===== src/rtl/shift_cmd_sequencer_pkg.sv =====
// Op/MODE codes shared with the universal shift register,
// plus the command sequencer state encoding.
package shift_pkg;

  localparam logic [1:0] OP_HOLD = 2'b00;
  localparam logic [1:0] OP_ROR  = 2'b01;
  localparam logic [1:0] OP_ROL  = 2'b10;
  localparam logic [1:0] OP_LOAD = 2'b11;

  typedef enum logic [1:0] {
    ST_IDLE,
    ST_EXEC,
    ST_WAIT,
    ST_DONE
  } state_t;

endpackage


===== src/rtl/shift_cmd_sequencer.sv =====
// Command front-end for the universal shift register:
// load / rotate N / hold N, one command in flight.
module shift_cmd_sequencer
  import shift_pkg::*;
#(
  parameter int WIDTH = 4,
  parameter int CNT_W = 4
) (
  input  logic             clk,
  input  logic             rst,
  input  logic             cmd_valid,
  output logic             cmd_ready,
  input  logic [1:0]       cmd_op,
  input  logic [CNT_W-1:0] cmd_count,
  input  logic [WIDTH-1:0] cmd_data,
  output logic [1:0]       sr_mode,
  output logic [WIDTH-1:0] sr_din,
  input  logic [WIDTH-1:0] sr_q,
  output logic             busy,
  output logic             done,
  output logic [WIDTH-1:0] result
);

  state_t           state;
  state_t           state_nx;
  logic [1:0]       op_r;
  logic [CNT_W-1:0] rem;
  logic [WIDTH-1:0] data_r;
  logic             accept;
  logic             is_load;
  logic             is_rot;
  logic             last;

  assign cmd_ready = (state == ST_IDLE) && !rst;
  assign accept    = cmd_valid && cmd_ready;
  assign busy      = (state != ST_IDLE);
  assign done      = (state == ST_DONE);

  assign is_load = (op_r == OP_LOAD);
  assign is_rot  = (op_r == OP_ROR) || (op_r == OP_ROL);
  assign last    = is_load || (rem == CNT_W'(1));

  always_comb begin
    state_nx = state;
    unique case (state)
      ST_IDLE: begin
        if (accept) begin
          if (cmd_op == OP_LOAD || cmd_count != '0)
            state_nx = ST_EXEC;
          else
            state_nx = ST_WAIT;
        end
      end
      ST_EXEC: if (last) state_nx = ST_WAIT;
      ST_WAIT: state_nx = ST_DONE;
      ST_DONE: state_nx = ST_IDLE;
      default: state_nx = ST_IDLE;
    endcase
  end

  // Rotates feed the register's own output back in,
  // so every EXEC cycle is exactly one rotation step.
  always_comb begin
    sr_mode = OP_HOLD;
    sr_din  = '0;
    if (state == ST_EXEC) begin
      sr_mode = op_r;
      unique case (1'b1)
        is_load: sr_din = data_r;
        is_rot:  sr_din = sr_q;
        default: sr_din = '0;
      endcase
    end
  end

  always_ff @(posedge clk) begin
    if (rst) begin
      state  <= ST_IDLE;
      op_r   <= OP_HOLD;
      rem    <= '0;
      data_r <= '0;
      result <= '0;
    end else begin
      state <= state_nx;
      if (accept) begin
        op_r   <= cmd_op;
        rem    <= cmd_count;
        data_r <= cmd_data;
      end else if (state == ST_EXEC && rem != '0) begin
        rem <= rem - CNT_W'(1);
      end
      if (state == ST_WAIT)
        result <= sr_q;
    end
  end

endmodule


===== config.mk =====
export PLATFORM = sky130hd
export DESIGN_NAME = shift_cmd_sequencer
export DESIGN_NICKNAME = d
export VERILOG_FILES = /design/src/rtl/shift_cmd_sequencer_pkg.sv /design/src/rtl/shift_cmd_sequencer.sv
export SDC_FILE = /design/constraint.sdc
export NUM_CORES = 1
export LEC_CHECK = 0
export BUFFER_PORTS_ARGS = -buffer_cell sky130_fd_sc_hd__buf_2
export CORE_UTILIZATION = 44
export DETAILED_ROUTE_END_ITERATION = 16
export HOLD_SLACK_MARGIN = 0.02
export PLACE_DENSITY = 0.84
export SLEW_MARGIN = 40
export SYNTH_ARGS = -nofsm -noshare
export SYNTH_HDL_FRONTEND = slang
export SYNTH_SLANG_ARGS = --single-unit
export TNS_END_PERCENT = 10

===== constraint.sdc =====
create_clock -name clk -period 1.41 [get_ports clk]
set_input_delay 0.282 -clock clk [delete_from_list [all_inputs] [get_ports clk]]
set_output_delay 0.282 -clock clk [all_outputs]
set_load 0.01 [all_outputs]

Word-level counts from Yosys, hierarchy flattened
Cells that the tools add are included.
Widths: inputs -> output; s select.

word-level totals
  register bits after elaboration = 16
  input bits = 17
  logic and storage cells = 38

operators by class
  add/subtract/negate cells = 1
  equality and inequality tests = 10
  multiplexer cells = 9
  reductions and logical operators = 13

operator list
  cell                 count
  $mux 4               3
  $eq 2x2->1 const B   5
  $mux 2               4
  $pmux 2 s4           1
  $pmux 4 s2           1
  $reduce_bool 4->1    2
  $eq 2x1->1 const B   2
  $eq 4x1->1 const B   1
  $ne 2x2->1 const B   2
  $reduce_bool 2->1    2
  $sub 4x1->4 const B  1
  $logic_and 1x1->1    3
  $logic_or 1x1->1     3
  $logic_not 2->1      1
  $reduce_and 2->1     1
  $logic_not 1->1      1

Depth between registers and ports, before layout
Gate-level depths: netlist of run 1.

  depth in word-level cells = 5
  depth in mapped cells = 7

Worst setup path before layout of run 1
OpenSTA, ideal clock, no wires.

  path kind = flip-flop to flip-flop
  from = reg rem[1]
  to = reg rem[1]
  arrival = 1.413 ns
  required time = 1.348 ns
  path slack = -0.066 ns
  stages on the path, launching flop included = 6
  buffers on the path = 0
  clock period less this slack = 1.476 ns
  cells stage by stage = dfxtp_1 > inv_1 > ha_1 > or3b_4 > a2111o_1 > nand3_1

between the ends
  word-level cells in the longest chain between the ends = 3

RTL lines
  element                                           line                                                  RTL
  from (decl)                                       shift_cmd_sequencer.sv:27                             logic [CNT_W-1:0] rem;
  from (signal assigned)                            shift_cmd_sequencer.sv:87                             rem <= cmd_count;
  from (signal assigned)                            shift_cmd_sequencer.sv:90                             rem <= rem - CNT_W'(1);
  $sub 4x1->4 or $reduce_bool 4->1 (tied branches)  shift_cmd_sequencer.sv:90, shift_cmd_sequencer.sv:89
  $mux 4 or $logic_and 1x1->1 (tied branches)       shift_cmd_sequencer.sv:89                             end else if (state == ST_EXEC && rem != '0) begin
  $mux 4 or $reduce_bool 2->1 (tied branches)       -

Several ways; a longest one is shown, not always the timed one. The select of a mux whose other input is x is not followed.
A chain may end at the register's enable or synchronous reset.

Final worst setup path of run 1
  from = reg op_r[1]
  to = out sr_din[0]

between the ends
  word-level cells in the longest chain between the ends = 4

RTL lines
  element                                   line                       RTL
  from (decl)                               shift_cmd_sequencer.sv:26  logic [1:0] op_r;
  from (signal assigned)                    shift_cmd_sequencer.sv:86  op_r <= cmd_op;
  $eq 2x1->1 or $eq 2x2->1 (tied branches)  shift_cmd_sequencer.sv:40  assign is_rot = (op_r == OP_ROR) || (op_r == OP_ROL);
  $logic_or 1x1->1                          shift_cmd_sequencer.sv:40
  $pmux 4 s2 (*)                            shift_cmd_sequencer.sv:68  unique case (1'b1)
  $mux 4 (*)                                shift_cmd_sequencer.sv:66  if (state == ST_EXEC) begin
  to (decl)                                 shift_cmd_sequencer.sv:17  output logic [WIDTH-1:0] sr_din,

Every way passes the cells marked *; elsewhere a longest branch is shown, timed or not.

==> metrics.txt, run 1 <==
# TYPE chip_impl_metric gauge
chip_impl_info{name="run_status",value="finished with violations"} 1
chip_impl_info{name="failing_checks",value="setup timing"} 1
chip_impl_metric{name="seq_area_frac_synth",unit="%"} 34.3
chip_impl_metric{name="die_y",unit="µm"} 48.1
chip_impl_metric{name="finish.net_count",unit=""} 178
chip_impl_info{name="critPathSlowestCell",value="sky130_fd_sc_hd__dfxtp_2"} 1
chip_impl_info{name="synth.largest_area_cell",value="sky130_fd_sc_hd__dfxtp_1"} 1
chip_impl_metric{name="synthesis.yosys.warnings",unit=""} 0
chip_impl_metric{name="timing.reg2reg.worst_path_depth",unit=""} 5
chip_impl_metric{name="synthToLayoutAreaGrowth",unit="%"} 50.0
chip_impl_metric{name="wl_per_cell",unit="µm"} 14.3
chip_impl_metric{name="firstDrtPassIters",unit=""} 4
chip_impl_metric{name="grt_start_max_net_pins",unit=""} 13
chip_impl_metric{name="static_leakage",unit="nW"} 0.622
chip_impl_metric{name="layout-drive-gt1-share",unit="%"} 53.6
chip_impl_metric{name="seqCellArea",unit="µm²"} 330
chip_impl_metric{name="power_dens_cells",unit="mW/mm²"} 1630
chip_impl_metric{name="ir_worst_vdd",unit="V"} 0.000961
chip_impl_metric{name="grt_first_pass_wirelength",unit="µm"} 3860
chip_impl_metric{name="max_cap_violations",unit=""} 0
chip_impl_metric{name="clkTransAtPathRegs",unit="ps"} 90
chip_impl_info{name="startpoint_type",value="flip-flop"} 1
chip_impl_metric{name="row_count",unit=""} 16
chip_impl_info{name="cp_cell_sequence",value="inv_2, ha_4, a22oi_2, nor2_1, buf_2"} 1
chip_impl_metric{name="starting_density_of_the_core",unit="%"} 47.1
chip_impl_metric{name="slew_headroom",unit="%"} 78.7
chip_impl_metric{name="antenna_violations_before_repair",unit=""} 0
chip_impl_metric{name="clock.fmax",unit="GHz"} 0.637
chip_impl_info{name="min_from",value="cmd_data[1]"} 1
chip_impl_metric{name="dp_hpwl",unit="µm"} 1800
chip_impl_metric{name="io_pins",unit=""} 30
chip_impl_info{name="cts_tree",value="built"} 1
chip_impl_metric{name="timing.critical_path.fanout_max",unit=""} 4
chip_impl_metric{name="syn_nets",unit=""} 134
chip_impl_metric{name="timing.reg2reg.setup_slack",unit="ps"} -150
chip_impl_metric{name="synth-seq-cells",unit=""} 16
chip_impl_metric{name="grt_usage",unit="%"} 24.3
chip_impl_metric{name="multi_input_comb_area",unit="µm²"} 668
chip_impl_metric{name="insertion_delay",unit="ps"} 280
chip_impl_info{name="cp_top_family",value="flip-flops"} 1
chip_impl_metric{name="postSynthAreaPerCell",unit="µm²"} 8.56
chip_impl_metric{name="crit_path_max_incr_delay",unit="ps"} 360
chip_impl_metric{name="n_diodes",unit=""} 0
chip_impl_metric{name="globalRoute.totalOverflow",unit=""} 0
chip_impl_metric{name="drtIter0Drc",unit=""} 21
chip_impl_metric{name="hold_path_depth",unit=""} 3
chip_impl_metric{name="routed_via_count",unit=""} 944
chip_impl_metric{name="syn_inst",unit=""} 109
chip_impl_info{name="rsz0062_at_grt",value="yes"} 1
chip_impl_info{name="cts_root_buffer",value="sky130_fd_sc_hd__clkbuf_4"} 1
chip_impl_metric{name="data_arrival_time_of_the_critical_path",unit="ps"} 1290
chip_impl_metric{name="core-area",unit="mm²"} 0.00198
chip_impl_metric{name="timing_max_transition_violations_final",unit=""} 0
chip_impl_metric{name="transition_time_at_the_pin_with_the_least_slew_margin",unit="ps"} 319
chip_impl_metric{name="die_area",unit="mm²"} 0.00231
chip_impl_metric{name="cts_buffer_depth",unit=""} 2
chip_impl_metric{name="cts.sink_count",unit=""} 16
chip_impl_metric{name="buffer_ports.inserted",unit=""} 29
chip_impl_info{name="ys_top_cells_by_area",value="sky130_fd_sc_hd__dfxtp_1 (34%), sky130_fd_sc_hd__ha_1 (11%), sky130_fd_sc_hd__mux2i_1 (6.4%)"} 1
chip_impl_metric{name="antenna_left",unit=""} 0
chip_impl_metric{name="cts_inserted_buffers",unit=""} 3
chip_impl_metric{name="fill_cells",unit=""} 142
chip_impl_info{name="worst_r2r_end",value="rem[1]"} 1
chip_impl_info{name="critPathCaptureType",value="primary output"} 1
chip_impl_metric{name="gp_weighted_congestion",unit=""} 0.921
chip_impl_info{name="min-delay-path-class",value="in2reg"} 1
chip_impl_metric{name="mappedNetlistArea",unit="µm²"} 933
chip_impl_metric{name="post_synth_num_cell_types",unit=""} 30
chip_impl_metric{name="timing.final.crit_period",unit="ps"} 1570
chip_impl_metric{name="drt-vias-per-instance",unit=""} 5.30
chip_impl_metric{name="post-route-period-util",unit="%"} 111
chip_impl_metric{name="finish.cell_count_without_fillers",unit=""} 178
chip_impl_metric{name="final-hold-violation-count",unit=""} 0
chip_impl_metric{name="routed_wirelength",unit="µm"} 2540
chip_impl_metric{name="dp.cells",unit=""} 174
chip_impl_metric{name="setup_viol",unit=""} 13
chip_impl_metric{name="cts_hold_repair.buffers",unit=""} 0
chip_impl_info{name="r2r_start",value="rem[0]"} 1
chip_impl_metric{name="layout.core_utilization",unit="%"} 70.6
chip_impl_metric{name="final.setup.worst_slack",unit="ps"} -159
chip_impl_metric{name="cp.buffers_inverters",unit=""} 2
chip_impl_metric{name="fin_skew",unit="ps"} 3.40
chip_impl_metric{name="worstPathRequired",unit="ps"} 1130
chip_impl_metric{name="h-tree-depth",unit=""} 1
chip_impl_metric{name="drc_errors",unit=""} 0
chip_impl_metric{name="via_count_of_the_first_global_routing_pass",unit=""} 893
chip_impl_metric{name="floorplan.die.width",unit="µm"} 48.1
chip_impl_info{name="critPathKind",value="reg2out"} 1
chip_impl_info{name="whs_endpoint",value="data_r[1]"} 1
chip_impl_metric{name="proportion_of_netlist_area_held_by_the_largest_area_contributor",unit="%"} 34.3
[metal layers]
metal / vias up / routed length (µm) / global-route usage (%)
li1: 472 / - / -
met1: 436 / 1060 / 30.2
met2: 28 / 1330 / 40.3
met3: 8 / 92 / 3.02
met4: 0 / 55 / 13.3
met5: - / 0 / 0
[how the worst max path moves through the flow]
| stage | start | endpoint | cells past startpoint |
|---|---|---|---|
| 2_1_floorplan | rem[0] | rem[1] | 5 |
| 3_3_place_gp | state[1] | state[1] | 5 |
| 3_5_place_dp | rem[0] | rem[0] | 5 |
| 4_1_cts | op_r[1] | sr_din[1] | 5 |
| 5_1_grt | op_r[1] | sr_din[0] | 5 |
| 6_report | op_r[1] | sr_din[0] | 5 |
[worst register-to-register path, stage by stage (launching register included)]
cell                       delay (ps)
sky130_fd_sc_hd__dfxtp_2          370
sky130_fd_sc_hd__inv_1             70
sky130_fd_sc_hd__ha_2             170
sky130_fd_sc_hd__or3b_4           400
sky130_fd_sc_hd__a2111o_1         410
sky130_fd_sc_hd__nand3_1           80
[through the flow]
stage / setup TNS (ps) / total power, mW / setup WS [ps] / area [µm²] / hold WS, ps
after floorplan: -253 / 1.29 / -55.5 / 950 / 381
after global placement: -217 / 1.67 / -77.6 / 1230 / 466
after detailed placement: -456 / 1.72 / -153 / 1230 / 465
after CTS: -1270 / 2.22 / -156 / 1370 / 176
after global routing: -2140 / 2.44 / -231 / 1400 / 174
final: -1400 / 2.28 / -159 / 1400 / 183
[area by class of cell]
class	count	share of cell area, %
inverters	9	2.95
well taps	27	2.41
repair buffers	45	21.7
clock buffers	3	1.61
flip-flops and latches	16	23.6
multi-input cells	78	47.7
[what timing repair did]
item                       CTS  global route
gates resized for setup     33             5
setup endpoints to repair   13            14
pin swaps                    8             2
buffers inserted             1             0
[synthesized netlist by cell type (all sizes together)]
master  number
a2111o       1
a211o        1
a211oi       2
a21oi        2
a221oi       2
a22oi        5
a32o         1
a32oi        1
and2         2
and3b        1
and4         1
buf          3
clkbuf       3
dfxtp       16
ha           8
inv          9
mux2i        6
nand2       13
nand2b       2
nand3        1
nand3b       5
nand4        1
nand4b       1
nor2        15
nor4         1
nor4b        2
o31ai        2
or3b         2
[cells by family after synthesis]
logic type                 share of synthesized area [%]
AOI/OAI and AO/OA                                   15.0
adders and majority gates                           10.7
buffers and inverters                               6.43
DFF                                                 34.3
muxes                                               6.43
and+or+nand+nor                                     27.1
[placed cells by master, fill, tap and decap left out, types with 2 or more instances in the layout]
master and instances:
sky130_fd_sc_hd__nand2_1 13, sky130_fd_sc_hd__nand3b_1 5, sky130_fd_sc_hd__buf_2 26, sky130_fd_sc_hd__nor2_1 15, sky130_fd_sc_hd__buf_4 13, sky130_fd_sc_hd__clkbuf_4 3, sky130_fd_sc_hd__or3b_4 2, sky130_fd_sc_hd__a21oi_1 2
sky130_fd_sc_hd__a22oi_2 3, sky130_fd_sc_hd__inv_2 3, sky130_fd_sc_hd__ha_1 2, sky130_fd_sc_hd__ha_2 3, sky130_fd_sc_hd__dfxtp_2 5, sky130_fd_sc_hd__a221oi_2 2, sky130_fd_sc_hd__buf_6 5, sky130_fd_sc_hd__inv_1 3
sky130_fd_sc_hd__o31ai_1 2, sky130_fd_sc_hd__inv_4 3, sky130_fd_sc_hd__mux2i_1 6, sky130_fd_sc_hd__dfxtp_1 10, sky130_fd_sc_hd__ha_4 3, sky130_fd_sc_hd__a211oi_1 2, sky130_fd_sc_hd__a22oi_1 2
[registers in the layout, summed over array words and instances (netlist names)]
signal and cells:
result 4, rem 4, data_r 4, op_r 2, state 2
[where the power goes]
group	total [mW]	leakage (nW)	switching, mW	internal (mW)
registers	0.718	0.134	0.132	0.586
clock network	0.239	0.0138	0.140	0.0991
logic	1.32	0.475	0.592	0.727
Note: power is estimated with default switching activity, not from simulation.
==> run 2: changes to the inputs <==
- GPL_ROUTABILITY_DRIVEN: unset -> 0
- SETUP_SLACK_MARGIN: unset -> 0.3
==> metrics.txt, run 2 (synthesis results as in run 1) <==
# TYPE chip_impl_metric gauge
chip_impl_info{name="min_from",value="cmd_data[2]"} 1
chip_impl_metric{name="drt-vias-per-instance",unit=""} 5.26
chip_impl_metric{name="cts_hold_repair.buffers",unit=""} 0
chip_impl_metric{name="post_dp_cell_area",unit="mm²"} 0.00120
chip_impl_metric{name="hold_path_depth",unit=""} 3
chip_impl_metric{name="timing.final.crit_period",unit="ps"} 1540
chip_impl_metric{name="slew_headroom",unit="%"} 80.8
chip_impl_metric{name="ir_worst_vdd",unit="V"} 0.00103
chip_impl_info{name="critPathSlowestCell",value="sky130_fd_sc_hd__dfxtp_2"} 1
chip_impl_metric{name="starting_density_of_the_core",unit="%"} 47.1
chip_impl_metric{name="finalPower",unit="mW"} 2.18
chip_impl_info{name="cts_tree",value="built"} 1
chip_impl_metric{name="transition_time_at_the_pin_with_the_least_slew_margin",unit="ps"} 287
chip_impl_metric{name="firstDrtPassIters",unit=""} 4
chip_impl_metric{name="layout-drive-gt1-share",unit="%"} 53.4
chip_impl_metric{name="multi_input_comb_area",unit="µm²"} 676
chip_impl_info{name="cts_root_buffer",value="sky130_fd_sc_hd__clkbuf_4"} 1
chip_impl_metric{name="insertion_delay",unit="ps"} 280
chip_impl_metric{name="synthToLayoutAreaGrowth",unit="%"} 47.9
chip_impl_metric{name="worstPathRequired",unit="ps"} 1130
chip_impl_metric{name="drtIter0Drc",unit=""} 15
chip_impl_metric{name="timing.critical_path.fanout_max",unit=""} 4
chip_impl_metric{name="setup_viol",unit=""} 11
chip_impl_metric{name="max_cap_violations",unit=""} 0
chip_impl_metric{name="fill_cells",unit=""} 149
chip_impl_metric{name="power_dens_cells",unit="mW/mm²"} 1580
chip_impl_metric{name="stdcell_area",unit="mm²"} 0.00138
chip_impl_metric{name="cts.sink_count",unit=""} 16
chip_impl_metric{name="final-hold-violation-count",unit=""} 0
chip_impl_metric{name="globalRoute.totalOverflow",unit=""} 0
chip_impl_metric{name="buffer_ports.inserted",unit=""} 29
chip_impl_info{name="r2r_start",value="rem[1]"} 1
chip_impl_info{name="run_status",value="finished with violations"} 1
chip_impl_info{name="timing.critical_path.from",value="op_r[1]"} 1
chip_impl_metric{name="crit_path_max_incr_delay",unit="ps"} 360
chip_impl_metric{name="die_y",unit="µm"} 48.1
chip_impl_metric{name="floorplan.die.width",unit="µm"} 48.1
chip_impl_metric{name="routed_wire_length_on_met2",unit="µm"} 1120
chip_impl_metric{name="met3_wirelength",unit="µm"} 86
chip_impl_info{name="cp_cell_sequence",value="inv_2, ha_4, a22oi_2, nor2_1, buf_2"} 1
chip_impl_metric{name="layout.core_utilization",unit="%"} 69.6
chip_impl_metric{name="cts_buffer_depth",unit=""} 2
chip_impl_info{name="worstSetupEndpoint",value="sr_din[1]"} 1
chip_impl_info{name="rsz0062_at_grt",value="yes"} 1
chip_impl_metric{name="io_pins",unit=""} 30
chip_impl_metric{name="n_diodes",unit=""} 0
chip_impl_metric{name="timing_max_transition_violations_final",unit=""} 0
chip_impl_info{name="most_frequent_cells_in_the_layout",value="sky130_fd_sc_hd__buf_2 (26), sky130_fd_sc_hd__nor2_1 (15), sky130_fd_sc_hd__nand2_1 (11), sky130_fd_sc_hd__dfxtp_1 (10), sky130_fd_sc_hd__buf_4 (9)"} 1
chip_impl_info{name="critPathCaptureType",value="primary output"} 1
chip_impl_metric{name="die_area",unit="mm²"} 0.00231
chip_impl_metric{name="timing.reg2reg.setup_slack",unit="ps"} -50
chip_impl_metric{name="via_count_of_the_first_global_routing_pass",unit=""} 856
chip_impl_info{name="startpoint_type",value="flip-flop"} 1
chip_impl_metric{name="routed_via_count",unit=""} 921
chip_impl_metric{name="wl_per_cell",unit="µm"} 12.8
chip_impl_metric{name="final.setup.worst_slack",unit="ps"} -128
chip_impl_info{name="failing_checks",value="setup timing"} 1
chip_impl_info{name="leading_cell_type_in_the_layout_fill_and_taps_excluded",value="sky130_fd_sc_hd__buf_2"} 1
chip_impl_metric{name="drc_errors",unit=""} 0
chip_impl_metric{name="clock.fmax",unit="GHz"} 0.650
chip_impl_metric{name="cp_num_cells",unit=""} 5
chip_impl_metric{name="static_leakage",unit="nW"} 0.603
chip_impl_metric{name="finish.net_count",unit=""} 175
chip_impl_metric{name="antenna_left",unit=""} 0
chip_impl_metric{name="cp.buffers_inverters",unit=""} 2
chip_impl_metric{name="post-route-period-util",unit="%"} 109
chip_impl_info{name="min-delay-path-class",value="in2reg"} 1
chip_impl_info{name="worst_r2r_end",value="state[1]"} 1
chip_impl_metric{name="seqCellArea",unit="µm²"} 330
chip_impl_metric{name="grt_start_max_net_pins",unit=""} 20
chip_impl_info{name="critPathKind",value="reg2out"} 1
chip_impl_metric{name="h-tree-depth",unit=""} 1
chip_impl_metric{name="core-area",unit="mm²"} 0.00198
chip_impl_metric{name="grt_usage",unit="%"} 22.0
chip_impl_metric{name="antenna_violations_before_repair",unit=""} 0
chip_impl_metric{name="timing.reg2reg.worst_path_depth",unit=""} 5
chip_impl_info{name="dr.max_layer_used",value="met4"} 1
chip_impl_metric{name="cts_inserted_buffers",unit=""} 3
chip_impl_info{name="cp_top_family",value="flip-flops"} 1
chip_impl_metric{name="fin_skew",unit="ps"} 3.74
chip_impl_metric{name="tns",unit="ps"} -944
chip_impl_info{name="reg.largest.list",value="data_r (4), rem (4), result (4)"} 1
chip_impl_metric{name="row_count",unit=""} 16
chip_impl_metric{name="dp_hpwl",unit="µm"} 1660
chip_impl_metric{name="data_arrival_time_of_the_critical_path",unit="ps"} 1260
chip_impl_metric{name="grt_first_pass_wirelength",unit="µm"} 3550
chip_impl_metric{name="routed_wirelength",unit="µm"} 2240
chip_impl_metric{name="place_ws",unit="ps"} -65.1
chip_impl_metric{name="wl_met1",unit="µm"} 1020
chip_impl_metric{name="clkTransAtPathRegs",unit="ps"} 90
[run 2: cell types whose count changed in the layout (fill, tap and decap cells not counted), moves of 2 or more]
cell / delta
sky130_fd_sc_hd__buf_4: -4
sky130_fd_sc_hd__buf_6: +2
sky130_fd_sc_hd__ha_2: -2
sky130_fd_sc_hd__ha_4: +2
sky130_fd_sc_hd__nand2_1: -2
sky130_fd_sc_hd__nand2_2: +2
[run 2: per-layer routing]
metal	global-route usage (%)	vias to the layer above
met2	39.5	29
met1	26.6	429
li1	-	461
met5	0	-
met3	3.40	2
met4	6.67	0
[run 2: timing repair]
item,in CTS,in global routing
gates resized for setup,26,7
pin swaps,7,2
buffers inserted,3,0
endpoints found under the setup margin,25,25
[run 2: worst min path at each step]
stage                           end  slack [ps]
final                     data_r[2]         180
after CTS                 data_r[2]         170
after global routing      data_r[2]         180
after detailed placement  data_r[2]         470
after global placement    data_r[1]         460
after floorplan           data_r[0]         380
[run 2: tightest hold or removal path, stage by stage]
cell                      delay, ps
sky130_fd_sc_hd__buf_2           70
sky130_fd_sc_hd__nand2_1         40
sky130_fd_sc_hd__nand2_1         40
[run 2: where the power goes]
part	total (mW)	internal, mW	switching, mW
clock	0.228	0.0989	0.129
combinational	1.25	0.679	0.575
sequential	0.701	0.586	0.115
[run 2: area by class of cell]
class | count | share of cell area [%]
multi-input combinational | 78 | 49.0
tap | 27 | 2.45
timing repair buffer | 42 | 20.0
sequential | 16 | 23.9
clock buffer | 3 | 1.63
inverter | 9 | 2.99
[run 2: stage by stage]
stage	std cells	hold slack, ps
finish	175	180
global route	175	182
CTS	175	174
detailed placement	169	469
global placement	169	464
floorplan	109	381
